===== src/rtl/mix_clk_mon_pkg.sv =====
`default_nettype none
// ============================================================================
// Module   : mix_clk_mon_pkg
// Purpose  : Shared types and defaults for the mixer clock-frequency monitor.
//            Holds the FSM state encoding, the nominal 16 MHz / 6.4 MHz
//            operating point and the window-counter width helper.
// Revision : 1.0 - initial release
// ============================================================================
package mix_clk_mon_pkg;

  typedef enum logic [1:0] {
    IDLE   = 2'd0,
    ARM    = 2'd1,
    COUNT  = 2'd2,
    REPORT = 2'd3
  } mon_state_e;

  // Nominal operating point: 16 MHz system clock, 6.4 MHz mixer clock.
  // The ratio is 2.5, so a 1600-cycle (100 us) gate sees 640 mixer edges.
  localparam int c_SYS_CLK_HZ     = 16_000_000;
  localparam int c_MON_CLK_HZ     = 6_400_000;
  localparam int c_WIN_CYC_DEF    = 1600;
  localparam int c_NOM_CNT        = 640;
  localparam int c_CNT_W_DEF      = 12;
  localparam int c_EXP_MIN_DEF    = 632;
  localparam int c_EXP_MAX_DEF    = 648;
  localparam int c_SYNC_STAGES_DEF = 2;

  // Width of a counter that runs 0..win_cyc-1 (kept at least one bit).
  function automatic int win_cnt_width(input int win_cyc);
    return (win_cyc > 1) ? $clog2(win_cyc) : 1;
  endfunction

endpackage
`default_nettype wire


===== src/rtl/mix_sync_edge.sv =====
`default_nettype none
// ============================================================================
// Module   : mix_sync_edge
// Purpose  : Brings an asynchronous clock into the clk domain through a
//            SYNC_STAGES flop chain and flags its rising edges.
// Ports    : clk      - sampling clock
//            rst_n    - asynchronous active-low reset
//            async_in - asynchronous input (monitored clock)
//            sync     - synchronized level of async_in
//            rise     - one-cycle pulse on a synchronized rising edge
// Revision : 1.0 - initial release
// ============================================================================
module mix_sync_edge #(
  parameter int SYNC_STAGES = 2
) (
  input  logic clk,
  input  logic rst_n,
  input  logic async_in,
  output logic sync,
  output logic rise
);

  generate
    if (SYNC_STAGES < 2) begin : g_chk_sync_stages
      $error("mix_sync_edge: SYNC_STAGES must be at least 2");
    end
  endgenerate

  logic [SYNC_STAGES-1:0] r_sync;
  logic                   r_hist;

  always_ff @(posedge clk or negedge rst_n) begin
    if (!rst_n) begin
      r_sync <= '0;
      r_hist <= 1'b0;
    end else begin
      r_sync <= {r_sync[SYNC_STAGES-2:0], async_in};
      r_hist <= r_sync[SYNC_STAGES-1];
    end
  end

  assign sync = r_sync[SYNC_STAGES-1];
  // The history flop lags sync by one cycle, so a detect lasts one cycle only.
  assign rise = sync & ~r_hist;

endmodule
`default_nettype wire


===== src/rtl/mix_clk_mon.sv =====
`default_nettype none
// ============================================================================
// Module   : mix_clk_mon
// Purpose  : Counts rising edges of an asynchronous mixer clock over a fixed
//            gate window of clk cycles, reports the count and raises sticky
//            flags for out-of-range or stuck clocks.
// Ports    : clk      - 16 MHz system clock
//            rst_n    - asynchronous active-low reset
//            en       - run the monitor (level)
//            mon_clk  - monitored clock, asynchronous to clk
//            err_clr  - pulse that clears the sticky flags
//            cnt      - edge count of the last completed window
//            cnt_vld  - one-cycle pulse when cnt updates
//            freq_err - sticky, a window count fell outside EXP_MIN..EXP_MAX
//            stuck    - sticky, a window count was zero
//            busy     - monitor is not idle
// Revision : 1.0 - initial release
// ============================================================================
module mix_clk_mon
  import mix_clk_mon_pkg::*;
#(
  parameter int WIN_CYC     = c_WIN_CYC_DEF,
  parameter int CNT_W       = c_CNT_W_DEF,
  parameter int EXP_MIN     = c_EXP_MIN_DEF,
  parameter int EXP_MAX     = c_EXP_MAX_DEF,
  parameter int SYNC_STAGES = c_SYNC_STAGES_DEF
) (
  input  logic             clk,
  input  logic             rst_n,
  input  logic             en,
  input  logic             mon_clk,
  input  logic             err_clr,
  output logic [CNT_W-1:0] cnt,
  output logic             cnt_vld,
  output logic             freq_err,
  output logic             stuck,
  output logic             busy
);

  // A zero lower bound would let a stuck clock pass the range check, and an
  // upper bound the counter cannot reach would make the check meaningless.
  generate
    if (EXP_MIN <= 0) begin : g_chk_exp_min
      $error("mix_clk_mon: EXP_MIN must be greater than 0");
    end
    if (EXP_MAX >= (1 << CNT_W)) begin : g_chk_exp_max
      $error("mix_clk_mon: EXP_MAX must be below 2**CNT_W");
    end
  endgenerate

  localparam int                 c_WIN_W    = win_cnt_width(WIN_CYC);
  localparam int                 c_ARM_W    = $clog2(SYNC_STAGES + 2);
  localparam logic [c_WIN_W-1:0] c_WIN_LAST = c_WIN_W'(WIN_CYC - 1);
  localparam logic [c_ARM_W-1:0] c_ARM_LAST = c_ARM_W'(SYNC_STAGES);
  localparam logic [CNT_W-1:0]   c_CNT_MAX  = '1;
  localparam logic [CNT_W-1:0]   c_EXP_MIN  = CNT_W'(EXP_MIN);
  localparam logic [CNT_W-1:0]   c_EXP_MAX  = CNT_W'(EXP_MAX);

  mon_state_e         r_state;
  mon_state_e         w_next;
  logic [c_ARM_W-1:0] r_arm_cnt;
  logic [c_WIN_W-1:0] r_win_cnt;
  logic [CNT_W-1:0]   r_edge_cnt;
  logic [CNT_W-1:0]   r_cnt;
  logic               r_cnt_vld;
  logic               r_freq_err;
  logic               r_stuck;
  logic               w_rise;
  logic               w_report;
  logic               w_set_ferr;
  logic               w_set_stuck;

  // The synchronized level itself is not needed here; only edges are counted.
  mix_sync_edge #(
    .SYNC_STAGES (SYNC_STAGES)
  ) u_sync_edge (
    .clk      (clk),
    .rst_n    (rst_n),
    .async_in (mon_clk),
    .sync     (),
    .rise     (w_rise)
  );

  always_ff @(posedge clk or negedge rst_n) begin
    if (!rst_n) begin
      r_state <= IDLE;
    end else begin
      r_state <= w_next;
    end
  end

  always_comb begin
    w_next = r_state;
    case (r_state)
      IDLE:    if (en) w_next = ARM;
      ARM:     if (!en) w_next = IDLE;
               else if (r_arm_cnt == c_ARM_LAST) w_next = COUNT;
      COUNT:   if (!en) w_next = IDLE;
               else if (r_win_cnt == c_WIN_LAST) w_next = REPORT;
      REPORT:  w_next = en ? COUNT : IDLE;
      default: w_next = IDLE;
    endcase
  end

  // ARM lasts SYNC_STAGES+1 cycles so edges already in the synchronizer when
  // the monitor starts never reach the edge counter.
  always_ff @(posedge clk or negedge rst_n) begin
    if (!rst_n) begin
      r_arm_cnt <= '0;
    end else if (r_state == ARM) begin
      r_arm_cnt <= r_arm_cnt + 1'b1;
    end else begin
      r_arm_cnt <= '0;
    end
  end

  // Both counters sit at zero outside COUNT, so every entry to COUNT (from
  // ARM or straight from REPORT) starts a clean window. An edge detected in
  // the REPORT cycle is lost, which is within the +/-1 tolerance.
  always_ff @(posedge clk or negedge rst_n) begin
    if (!rst_n) begin
      r_win_cnt  <= '0;
      r_edge_cnt <= '0;
    end else if (r_state == COUNT) begin
      r_win_cnt <= r_win_cnt + 1'b1;
      if (w_rise && (r_edge_cnt != c_CNT_MAX)) begin
        r_edge_cnt <= r_edge_cnt + 1'b1;
      end
    end else begin
      r_win_cnt  <= '0;
      r_edge_cnt <= '0;
    end
  end

  assign w_report    = (r_state == REPORT);
  assign w_set_ferr  = w_report && ((r_edge_cnt < c_EXP_MIN) || (r_edge_cnt > c_EXP_MAX));
  assign w_set_stuck = w_report && (r_edge_cnt == '0);

  always_ff @(posedge clk or negedge rst_n) begin
    if (!rst_n) begin
      r_cnt      <= '0;
      r_cnt_vld  <= 1'b0;
      r_freq_err <= 1'b0;
      r_stuck    <= 1'b0;
    end else begin
      r_cnt_vld <= w_report;
      if (w_report) begin
        r_cnt <= r_edge_cnt;
      end
      // A new error always wins over a clear arriving in the same cycle.
      if (w_set_ferr) begin
        r_freq_err <= 1'b1;
      end else if (err_clr) begin
        r_freq_err <= 1'b0;
      end
      if (w_set_stuck) begin
        r_stuck <= 1'b1;
      end else if (err_clr) begin
        r_stuck <= 1'b0;
      end
    end
  end

  assign cnt      = r_cnt;
  assign cnt_vld  = r_cnt_vld;
  assign freq_err = r_freq_err;
  assign stuck    = r_stuck;
  assign busy     = (r_state != IDLE);

endmodule
`default_nettype wire


===== config.mk =====
export PLATFORM = sky130hd
export DESIGN_NAME = mix_clk_mon
export DESIGN_NICKNAME = d
export VERILOG_FILES = /design/src/rtl/mix_clk_mon_pkg.sv /design/src/rtl/mix_sync_edge.sv /design/src/rtl/mix_clk_mon.sv
export SDC_FILE = /design/constraint.sdc
export NUM_CORES = 1
export LEC_CHECK = 0
export CAP_MARGIN = 40
export CORE_ASPECT_RATIO = 0.6
export CORE_MARGIN = 5
export CORE_UTILIZATION = 60
export DETAILED_ROUTE_END_ITERATION = 12
export PLACE_DENSITY_LB_ADDON = 0.1
export SYNTH_ARGS = -nofsm -noshare
export SYNTH_HDL_FRONTEND = slang
export SYNTH_HIERARCHICAL = 1
export SYNTH_SLANG_ARGS = --single-unit

===== constraint.sdc =====
create_clock -name clk -period 4.5 [get_ports clk]
set_input_delay 0.45 -clock clk [delete_from_list [all_inputs] [get_ports clk]]
set_output_delay 0.45 -clock clk [all_outputs]
set_load 0.01 [all_outputs]

# == Word level (Yosys, flattened, before mapping) ==
# Index checks and enable logic that the tools add are counted.
# classes
n_eq_ne,10
magnitude_cmp,2
muxes,14
reduce_logical,10
add_sub_neg,3
bitwise,2
# ops
op,count
12-bit 2-to-1 mux,2
2-bit 2-to-1 mux,7
12-bit by 1-bit adder with 12-bit output (second input constant),1
12-bit by 10-bit greater-than comparator with 1-bit output (second input constant),1
12-bit logical NOT,1
12-bit by 10-bit less-than comparator with 1-bit output (second input constant),1
12-bit inequality test (second input constant),1
11-bit by 1-bit adder with 11-bit output (second input constant),1
11-bit equality test (second input constant),1
11-bit 2-to-1 mux,1
2-bit case mux with 4 select lines,1
2-bit equality test (second input constant),3
3-bit inequality test (second input constant),2
2-bit nonzero test,3
1-bit logical AND,3
1-bit 2-to-1 mux,3
3-bit AND reduction,1
2-bit by 1-bit adder with 2-bit output (second input constant),1
2-bit by 1-bit equality test with 1-bit output (second input constant),1
2-bit logical NOT,1
2-bit by 1-bit inequality test with 1-bit output (second input constant),1
2-bit inequality test (second input constant),1
1-bit bitwise AND,1
1-bit logical OR,1
1-bit NOT,1
# totals
out_inout_bits,16
ff_bits,45
input_bits,5

# == Longest topological paths before layout ==
# Gate-level depths: netlist of run 1.
# depth
ltp_word,5
mapped_depth,5

# == Hierarchy ==
# Netlist of run 1, hierarchy kept.
# by_module_without_submodules
mod,area_each_um2,n_inst,cells_each
mix_clk_mon,1965.6,1,184
mix_sync_edge,88.8,1,4

# == Worst setup path after synthesis of run 1 ==
# No wires, ideal clock.
# synth_path
path_kind,register to register
start,reg r_edge_cnt[0]
end,reg r_edge_cnt[5]
path_stages_with_launch,6
t_arrival_ps,1357
required_ps,4422
synth_period_minus_slack_ps,1435
path_slack_ps,3065
path_buffers,0
setup_ps,78
path_cell_list,dfrtp_1 -> ha_1 -> nand3_1 -> o31ai_4 -> or3_1 -> a21oi_1
# synth_via
elab_chain_cells,3
elab_cells_between_ends,6
classes_between,1 x add/sub; 2 x eq/ne; 2 x mux; 1 x reduce/logical
# synth_rtl
element,line_no,source
"start, declared",mix_clk_mon.sv:63,logic [CNT_W-1:0] r_edge_cnt;
"start signal, assigned",mix_clk_mon.sv:127,r_edge_cnt <= r_edge_cnt + 1'b1;
12-bit by 1-bit adder with 12-bit output or 12-bit inequality test (tied branches),"mix_clk_mon.sv:127, mix_clk_mon.sv:126",
12-bit 2-to-1 mux or 1-bit logical AND (tied branches),mix_clk_mon.sv:126,if (w_rise && (r_edge_cnt != c_CNT_MAX)) begin
12-bit 2-to-1 mux or 2-bit by 1-bit inequality test with 1-bit output (tied branches),n/a,
# Several ways; a longest one is shown, not always the timed one. The select of a mux whose other input is x is not followed.
# A chain may end at the register's enable or synchronous reset.

# == Final worst setup path of run 1 ==
# layout_path
start,reg r_state[0]
end,out busy
# layout_via
elab_chain_cells,1
# layout_rtl
element,line_no,source
"start, declared",mix_clk_mon.sv:59,mon_state_e r_state;
"start signal, assigned",mix_clk_mon.sv:88,r_state <= w_next;
2-bit nonzero test,mix_clk_mon.sv:168,assign busy = (r_state != IDLE);
"end, declared",mix_clk_mon.sv:37,output logic busy
# No other way between the ends.

==> results of run 1 <==
metal layers:
layer / part of all wire [%] / track usage (%)
met1: 50 / 28.0
met2: 45 / 26.7
met4: 0.83 / 5.87
met5: 0 / 0
met3: 4.9 / 4.75
worst paths after layout:
kind	cells after the start	to	slack, ns
min	1	r_win_cnt[5]	0.11
min reg2reg	0	u_sync_edge/r_sync[1]	0.36
max	2	busy	2.54
max reg2reg	5	r_edge_cnt[5]	2.81
max in group asynchronous	2	r_edge_cnt[1]	3.90
min in group clk	0	u_sync_edge/r_sync[1]	0.36
placed cells by master, fill, tap and decap left out, types with 5 or more instances in the layout:
master           instances
a21oi_1                  9
clkbuf_8                 5
clkdlybuf4s50_1         19
dfrtp_1                 45
inv_1                    8
mux2_2                  10
nand2_1                 12
nand3_1                 11
nor2_1                  18
o21ai_0                  9
or3_1                    5
xnor2_1                  9
xor2_1                   5
synth_stat cells, types with 4 or more instances:
master   count  area share (%)
or3_1        5             1.5
a21oi_1      9             2.2
nand2_1     12             2.2
nor4_1       4             1.2
nor2_1      18             3.3
xor2_1       5             2.1
nand3_1     11             2.7
o21ai_0      9             2.2
nor3_1       4            0.97
ha_1         4             2.4
xnor2_1      9             3.8
inv_1        8             1.5
mux2_2      10             5.5
dfrtp_1     45              55
layout make-up:
| class | count | area (sq um) |
|---|---|---|
| repair buffers | 21 | 223 |
| fillers | 234 | 891 |
| multi-input cells | 127 | 853 |
| inverters | 8 | 30.0 |
| clock buffers | 5 | 68.8 |
| well taps | 45 | 56.3 |
| clock inverters | 2 | 35.0 |
| flip-flops and latches | 45 | 1130 |
logic make-up after synthesis:
logic type               Yosys count
multiplexers                      10
AO/OA/AOI/OAI                     26
adder cells (fa/ha/maj)            4
buffers and inverters             16
XOR/XNOR                          14
flip-flops                        45
AND/OR/NAND/NOR                   73
state kept, by name (all words and copies together), names as in the netlist:
register	flops
cnt	12
r_edge_cnt	12
r_win_cnt	11
r_arm_cnt	2
r_state	2
u_sync_edge/r_sync	2
cnt_vld	1
freq_err	1
stuck	1
u_sync_edge/r_hist	1
worst register-to-register path: stages (launching register included):
cell and delay (ns):
dfrtp_1 0.44, ha_1 0.23, nand3_1 0.19, o31ai_4 0.44
o21ai_0 0.16, a21oi_1 0.14
per-stage QoR:
step,hold WS [ns],std cells,power [mW],area (sq um),worst slack (ns)
after floorplan,0.154,188,0.481,2050,3.07
after global placement,0.338,245,0.512,2260,2.88
after detailed placement,0.342,246,0.519,2290,2.81
after CTS,0.112,253,0.810,2390,2.53
after global routing,0.140,253,0.838,2390,2.48
final,0.113,253,0.802,2390,2.54
where the power goes:
part / switching (mW) / internal (mW)
sequential: 0.0113 / 0.421
combinational: 0.0417 / 0.0357
clock: 0.131 / 0.161
==> out/metrics.cfg, run 1 <==
[sta]
setup_viol=0
tightest_slew_ns=0.821
clock.fmax_ghz=0.510
post-route-period-util_pct=43.6
slew_viol_final=0
fin_worst_skew_ns=0.0102
period_needed_ns=1.96
maxSlewHeadroom_pct=45.3
rsz0062_at_grt=no
finalHoldViolCount=0
setup_tns_ns=0

[detailed_routing]
wl_per_cell_um=15.8
viasPerCell=5.76
drt_iter0_drc=84
routed_wl_um=4000
dr_total_vias=1457
detail-route-antenna-nets=0
firstDrtPassIters=4
drc=0

[power_and_ir_drop]
p_per_area_nw_per_um2=335
power_leakage_nw=1.00
peakVddDrop_mv=0.258

[grt]
antenna_found_initial=0
grt-ovfl-total=0
grt_pass1_wl_um=7130
grt_pass1_vias=1483
grt_max_degree=26
grt_use_total_pct=18.8

[placed_design]
hpwl_um=2890
io_buffers=20
gp_congestion=0.823

[cells_and_area]
n_antenna_cell=0
nets=217
final_util_pct=72.9
layout-drive-gt1-share_pct=12.5
syn_to_final_growth_pct=16.4

[clock_tree]
cts.repair.resized=0
htreeDepth=2
numCtsBuffers=5
clockBufferDepth=2
cts-root-buf=clkbuf_8
clock_sinks=45
clk_latency_ns=0.30
cts_tree=yes
cts_hold_buf=0
postCtsSetupBuffers=0
path_clk_slew_ns=0.09

[die]
die_h_um=55.3
die_x_um=85.5
core_area_sq_um=3280
rows=16
fp.dieArea_sq_um=4730
ioPinCount=21
initial_core_util_pct=62.6

[synthesis]
synth_fa_ha_area_share_pct=2.44
yosys_warnings=6
synth-seq-cells=45
synth_edf_count=0
synth-xor-area-share_pct=5.97
synth.avg_cell_area_sq_um=10.9
synth_ff_type=dfrtp_1
netlist_area_sq_um=2050
synth.net_count=197
syn-instance-count=188
synth_top_family_by_area=simple AND/OR/NAND/NOR gates
ys_seq_area_share_pct=54.8
synth-simple-area-share_pct=19.3
synth_cell_types=35
ys_async_sr_fraction_pct=100
synth_compound_area_share_pct=8.34
yosys-mux-area-fraction_pct=5.48

[critical_path]
max_stage_delay_ns=0.48
crit_start=r_state[0]
path_buf_inv=1
startpoint_type=flip-flop
critical_path.top_delay_family=buffers and inverters
critPathKind=flip-flop to primary output
slowest_stage=clkdlybuf4s50_1
worstReg2RegStart=r_edge_cnt[1]
path_cells=or2_2 > clkdlybuf4s50_1
arrival_ns=1.51
critPathMaxFanout=7
cp-end-kind=primary output
required_ns=4.05

[worst_hold_path]
hp-class=primary input to async pin

[outcome]
status=finished, final reports clean

[flow_run]
cap_violations=0

No activity file was read; power rests on OpenSTA's default activity.
==> inputs of run 2 (changes only) <==
- CORE_UTILIZATION: 60 -> 50
- clock period: 4.5 -> 1.6 ns (I/O delays scaled with it)
==> out/metrics.cfg, run 2 (synthesized netlist as in run 1, its figures left out) <==
[power_and_ir_drop]
p_per_area_nw_per_um2=921  ; +170%
p_total_mw=2.33  ; +190%
peakVddDrop_mv=0.690  ; +170%
power_leakage_nw=1.05  ; +4.6%

[clock_tree]
numCtsBuffers=5  ; unchanged
clockBufferDepth=2  ; unchanged
path_clk_slew_ns=0.08  ; about the same
cts_tree=yes
htreeDepth=2  ; unchanged
clock_sinks=45  ; unchanged
cts-root-buf=clkbuf_8
clk_latency_ns=0.29  ; about the same

[grt]
antenna_found_initial=0  ; unchanged
grt_pass1_vias=1472  ; -0.74%
grt-ovfl-total=0  ; unchanged
grt_pass1_wl_um=7070  ; -0.97%
grt_use_total_pct=16.7  ; -2.0 points
grt_max_degree=27  ; +3.8%

[worst_hold_path]
holdCritStartpoint=mon_clk
hp-class=primary input to flip-flop

[critical_path]
required_ns=1.81  ; -2.24 ns
cp-end-kind=flip-flop
arrival_ns=1.73  ; +0.22 ns
critical_path.top_delay_family=compound AO/OA/AOI/OAI gates
critPathMaxFanout=8  ; +1
path_cells=nand4_1 > o31ai_4 > o21ai_0 > a21oi_1
crit_start=r_edge_cnt[5]
max_stage_delay_ns=0.45  ; -0.03 ns
path_buf_inv=0  ; -1
critPathKind=flip-flop to flip-flop
slowest_stage=dfrtp_1
startpoint_type=flip-flop
worstReg2RegStart=r_edge_cnt[5]

[cells_and_area]
finalInstanceArea_sq_um=2530  ; +5.8%
syn_to_final_growth_pct=23.1
nFillCells=333  ; +42%
layout_common_cells=dfrtp_1, nor2_1, clkdlybuf4s50_1
layout_commonest_cell=dfrtp_1
nets=229  ; +5.5%
instances_no_fill=271  ; +7.1%
n_antenna_cell=0  ; unchanged
layout-drive-gt1-share_pct=22.2  ; +9.7 points

[sta]
slew_viol_final=0  ; unchanged
setup_viol=0  ; unchanged
finalHoldViolCount=0  ; unchanged
setup_tns_ns=0  ; unchanged
post-route-period-util_pct=94.8
hold_ws_ns=0.304  ; +0.191 ns
period_needed_ns=1.52
tightest_slew_ns=0.489  ; -0.332 ns
fin_worst_skew_ns=0.00877  ; -0.00140 ns
rsz0062_at_grt=no
clock.fmax_ghz=0.659
maxSlewHeadroom_pct=67.4  ; +22 points

[placed_design]
hpwl_um=3010  ; +4.2%
dp.cells=260  ; +5.7%
io_buffers=20  ; unchanged
gp_congestion=0.846  ; +2.8%
placed_cell_area_sq_um=2350  ; +2.9%

[outcome]
status=finished, final reports clean

[flow_run]
cap_violations=0  ; unchanged

[detailed_routing]
firstDrtPassIters=4  ; unchanged
routed_wl_um=4160  ; +4.0%
detail-route-antenna-nets=0  ; unchanged
dr_total_vias=1507  ; +3.4%
viasPerCell=5.56  ; -3.4%
drt_iter0_drc=48  ; -43%
drc=0  ; unchanged
wl_per_cell_um=15.3  ; -2.9%

[die]
ioPinCount=21  ; unchanged
initial_core_util_pct=51.0  ; -12 points
rows=18  ; +2
core_area_sq_um=4030  ; +23%
fp.dieArea_sq_um=5530  ; +17%
die_h_um=59.7  ; +7.8%
die_x_um=92.8  ; +8.4%

## run 2: changes by cell type in the layout (fill, tap and decap cells not counted), sizes merged
cell           change
clkbuf             +2
buf               +11
clkdlybuf4s50      -1
dlygate4sd2        +1
dlygate4sd3        +1
clkinv             -1
## run 2: worst reg2reg max path, stage by stage, from the launching register on
cell and delay (ns):
dfrtp_1 0.45, nand4_1 0.27, o31ai_4 0.39, o21ai_0 0.16
a21oi_1 0.16
## run 2: metrics by stage
step	utilization (%)	setup WS, ns
final	62.8	0.0827
after global placement	58.4	0.124
after floorplan	-	0.165
after CTS	61.7	0.0212
after global routing	62.8	0.00256
after detailed placement	58.4	-0.0164
## run 2: where the power goes
| part | internal [mW] | switching (mW) |
|---|---|---|
| Clock | 0.509 | 0.373 |
| Sequential | 1.18 | 0.0348 |
| Combinational | 0.106 | 0.122 |
## run 2: final cells by class
cell class                      instances  area [sq um]  share of cell area [%]
Multi-Input combinational cell        127           878                    34.7
Timing Repair Buffer                   33           307                    12.1
Tap cell                               50          62.6                    2.47
Clock inverter                          1          30.0                    1.19
Clock buffer                            7          86.3                    3.41
Sequential cell                        45          1140                    44.9
Inverter                                8          30.0                    1.19
## run 2: layer usage
metal  part of all wire, %  track usage (%)  up-vias
met5                     0                0        -
met2                    44             26.2       29
met4                  0.48             3.97        0
li1                      -                -      717
met1                    50             23.6      756
met3                   4.6             4.53        5
## run 2: timing repair
| action | 4_1_cts | 5_1_grt |
|---|---|---|
| setup buffers | 0 | 2 |
| resized for setup | 3 | 11 |
| endpoints found under the hold margin | 19 | 0 |
| hold buffers | 1 | 0 |
| cloned | 0 | 0 |
| setup endpoints to repair | 3 | 13 |
| pin swaps | 1 | 2 |
## run 2: worst paths after layout
kind,endpoint,cells past startpoint,slack (ns)
setup / recovery,r_edge_cnt[5],4,0.08
hold / removal,u_sync_edge/r_sync[0],1,0.30
setup reg to reg,r_edge_cnt[5],4,0.08
hold reg to reg,u_sync_edge/r_sync[1],0,0.37
max in group asynchronous,r_state[0],3,0.72
min in group asynchronous,cnt[5],2,0.36
==> inputs of run 3 (changes only) <==
- ABC_AREA: not set -> 1
- CORE_UTILIZATION: 50 -> 56
- DONT_BUFFER_PORTS: not set -> 1
==> out/metrics.cfg, run 3 <==
[outcome]
status=finished, final reports clean

[die]
fp.dieArea_sq_um=5270  ; -4.7%
die_x_um=90.5  ; -2.5%
die_h_um=58.3  ; -2.3%
initial_core_util_pct=58.8  ; +7.8 points
core_area_sq_um=3700  ; -8.2%
rows=17  ; -1
ioPinCount=21  ; unchanged

[synthesis]
synth_cell_types=25  ; -29%
synth.avg_cell_area_sq_um=8.08  ; -26%
synth_ff_type=dfrtp_1
synth.net_count=278  ; +41%
synth_area_leaders=dfrtp_1, nand2_1, nor2_1
synth_most_common_cell=nand2_1
synth_edf_count=0  ; unchanged
synth-seq-cells=45  ; unchanged
netlist_area_sq_um=2170  ; +5.8%
synth_top_area_cell=dfrtp_1
yosys_warnings=6  ; unchanged
ys_async_sr_fraction_pct=100  ; unchanged
syn-instance-count=269  ; +43%
synthTopCellsByCount=nand2_1, dfrtp_1, nor2_1
synth_top_area_share_pct=51.8  ; -3.0 points
ys_seq_area_share_pct=51.8  ; -3.0 points

[detailed_routing]
wl_per_cell_um=14.0  ; -9.0%
viasPerCell=5.38  ; -3.3%
firstDrtPassIters=4  ; unchanged
dr_total_vias=1759  ; +17%
drt_iter0_drc=165  ; +240%
detail-route-antenna-nets=0  ; unchanged
drc=0  ; unchanged
routed_wl_um=4570  ; +9.8%

[clock_tree]
numCtsBuffers=5  ; unchanged
path_clk_slew_ns=0.08  ; about the same
htreeDepth=2  ; unchanged
clk_latency_ns=0.30  ; about the same
clockBufferDepth=2  ; unchanged
cts_tree=yes
clock_sinks=45  ; unchanged
cts-root-buf=clkbuf_8

[power_and_ir_drop]
internal_power_mw=1.99  ; +11%
power_leakage_nw=1.12  ; +6.9%
power.switching_mw=0.918  ; +73%
seq_power_share_pct=48.1  ; -4.2 points
pwr-share-comb_pct=21.9  ; +12 points
p_per_area_nw_per_um2=1200  ; +31%
power.share.switching_pct=31.6  ; +8.8 points
power.clock.fraction_pct=30.0  ; -7.9 points
peakVddDrop_mv=0.819  ; +19%

[sta]
finalHoldViolCount=0  ; unchanged
maxSlewHeadroom_pct=78.6  ; +11 points
clock.fmax_ghz=0.675  ; +2.4%
rsz0062_at_grt=no
period_needed_ns=1.48  ; -0.0359 ns
slew_viol_final=0  ; unchanged
post-route-period-util_pct=92.6  ; -2.2 points
setup_tns_ns=0  ; unchanged
hold_ws_ns=0.0388  ; -0.265 ns
setup_ws_ns=0.119  ; +0.0359 ns
tightest_slew_ns=0.319  ; -0.170 ns
setup_viol=0  ; unchanged
fin_worst_skew_ns=0.0103  ; +0.00158 ns

[flow_run]
cap_violations=0  ; unchanged

[grt]
grt_pass1_vias=1581  ; +7.4%
antenna_found_initial=0  ; unchanged
grt_use_total_pct=18.3  ; +1.5 points
grt_pass1_wl_um=7630  ; +8.0%
grt-ovfl-total=0  ; unchanged
grt_max_degree=46  ; +70%

[worst_hold_path]
hp-class=primary input to flip-flop

[critical_path]
critPathKind=flip-flop to flip-flop
startpoint_type=flip-flop
required_ns=1.83  ; +0.02 ns
critPathMaxFanout=5  ; -3
arrival_ns=1.71  ; -0.02 ns
cp-end-kind=flip-flop

[cells_and_area]
syn_to_final_growth_pct=10.9
finalInstanceArea_sq_um=2410  ; -4.6%
layout_commonest_cell=nand2_1
layout-drive-gt1-share_pct=8.21  ; -14 points
layout_common_cells=nand2_1, dfrtp_1, nor2_1
nets=288  ; +26%
instances_no_fill=327  ; +21%
n_antenna_cell=0  ; unchanged

[placed_design]
dp_slack_ns=0.117  ; +0.134 ns
io_buffers=0  ; -100%
hpwl_um=3430  ; +14%
gp_congestion=0.879  ; +3.9%
dp.cells=316  ; +22%
placed_cell_area_sq_um=2240  ; -4.7%

==> run 3: cell types whose count changed in the layout (fill, tap and decap cells not counted), sizes merged, moves of 7 or more <==
| cell | before | now |
|---|---|---|
| nand4 | 4 | 11 |
| inv | 8 | 32 |
| clkdlybuf4s50 | 18 | 0 |
| nand3 | 11 | 20 |
| o21ai | 9 | 21 |
| buf | 13 | 6 |
| mux2 | 10 | 0 |
| nand2 | 12 | 70 |
| xnor2 | 9 | 1 |
| nor2 | 18 | 41 |
==> run 3: power by group through the flow <==
stage | clock, mW | sequential, mW | combinational [mW]
after floorplan | 0 | 1.40 | 0.459
after global placement | 0 | 1.42 | 0.596
after detailed placement | 0 | 1.42 | 0.604
after CTS | 0.886 | 1.40 | 0.640
after global routing | 0.939 | 1.41 | 0.725
final | 0.872 | 1.40 | 0.638
==> run 3: per-layer routing <==
metal  vias up  share of wire [%]  global-route usage (%)
li1        881                  -                       -
met1       819                 51                    28.8
met2        52                 39                    24.3
met3         7                8.7                    4.54
met4         0               0.96                    5.73
met5         -                  0                       0
==> run 3: worst paths after layout <==
kind | to | slack [ns] | start | cells after the start
worst max-delay path | r_edge_cnt[8] | 0.12 | r_edge_cnt[1] | 7
worst min-delay path | stuck | 0.04 | err_clr | 3
worst max register to register | r_edge_cnt[8] | 0.12 | r_edge_cnt[1] | 7
worst min register to register | u_sync_edge/r_sync[1] | 0.36 | u_sync_edge/r_sync[0] | 0
max in group asynchronous | r_edge_cnt[5] | 1.04 | rst_n | 2
min in group asynchronous | r_win_cnt[6] | 0.36 | rst_n | 2
==> run 3: worst max-delay path, cell delays in order (launching register included) <==
cell and delay (ns):
dfrtp_1 0.40, ha_1 0.28, nand3_1 0.19, nor3_2 0.21, nand3_1 0.14, nand2_1 0.09
nand2_1 0.05, nor2_1 0.07
==> run 3: kinds of logic (layout without fill, tap and decap cells) <==
group,count (synthesis),after routing,share of synthesized area [%]
buf+inv,38,49,7.19
flops,45,45,51.8
fa+ha+maj,4,4,2.30
simple gates,147,147,29.8
xor+xnor,3,3,1.21
compound gates,32,32,7.71
==> run 3: per-stage QoR <==
step | utilization (%) | total power [mW]
detailed placement | 60.6 | 2.02
CTS | 65.0 | 2.92
floorplan | - | 1.86
global placement | 60.6 | 2.01
finish | 65.2 | 2.91
global route | 65.2 | 3.08
==> run 3: cell type report <==
type,instances,area [sq um]
clock inverter,1,30.0
fill,329,1290
sequential,45,1130
inverter,33,129
clock buffer,7,86.3
tap,47,58.8
timing repair buffer,8,85.1
multi-input combinational,186,897
==> run 3: timing repair <==
action / in CTS / in global routing
buffers inserted: 0 / 0
hold buffers: 3 / 0
gates resized for setup: 0 / 1
hold endpoints to repair: 46 / 0
setup endpoints to repair: 0 / 1
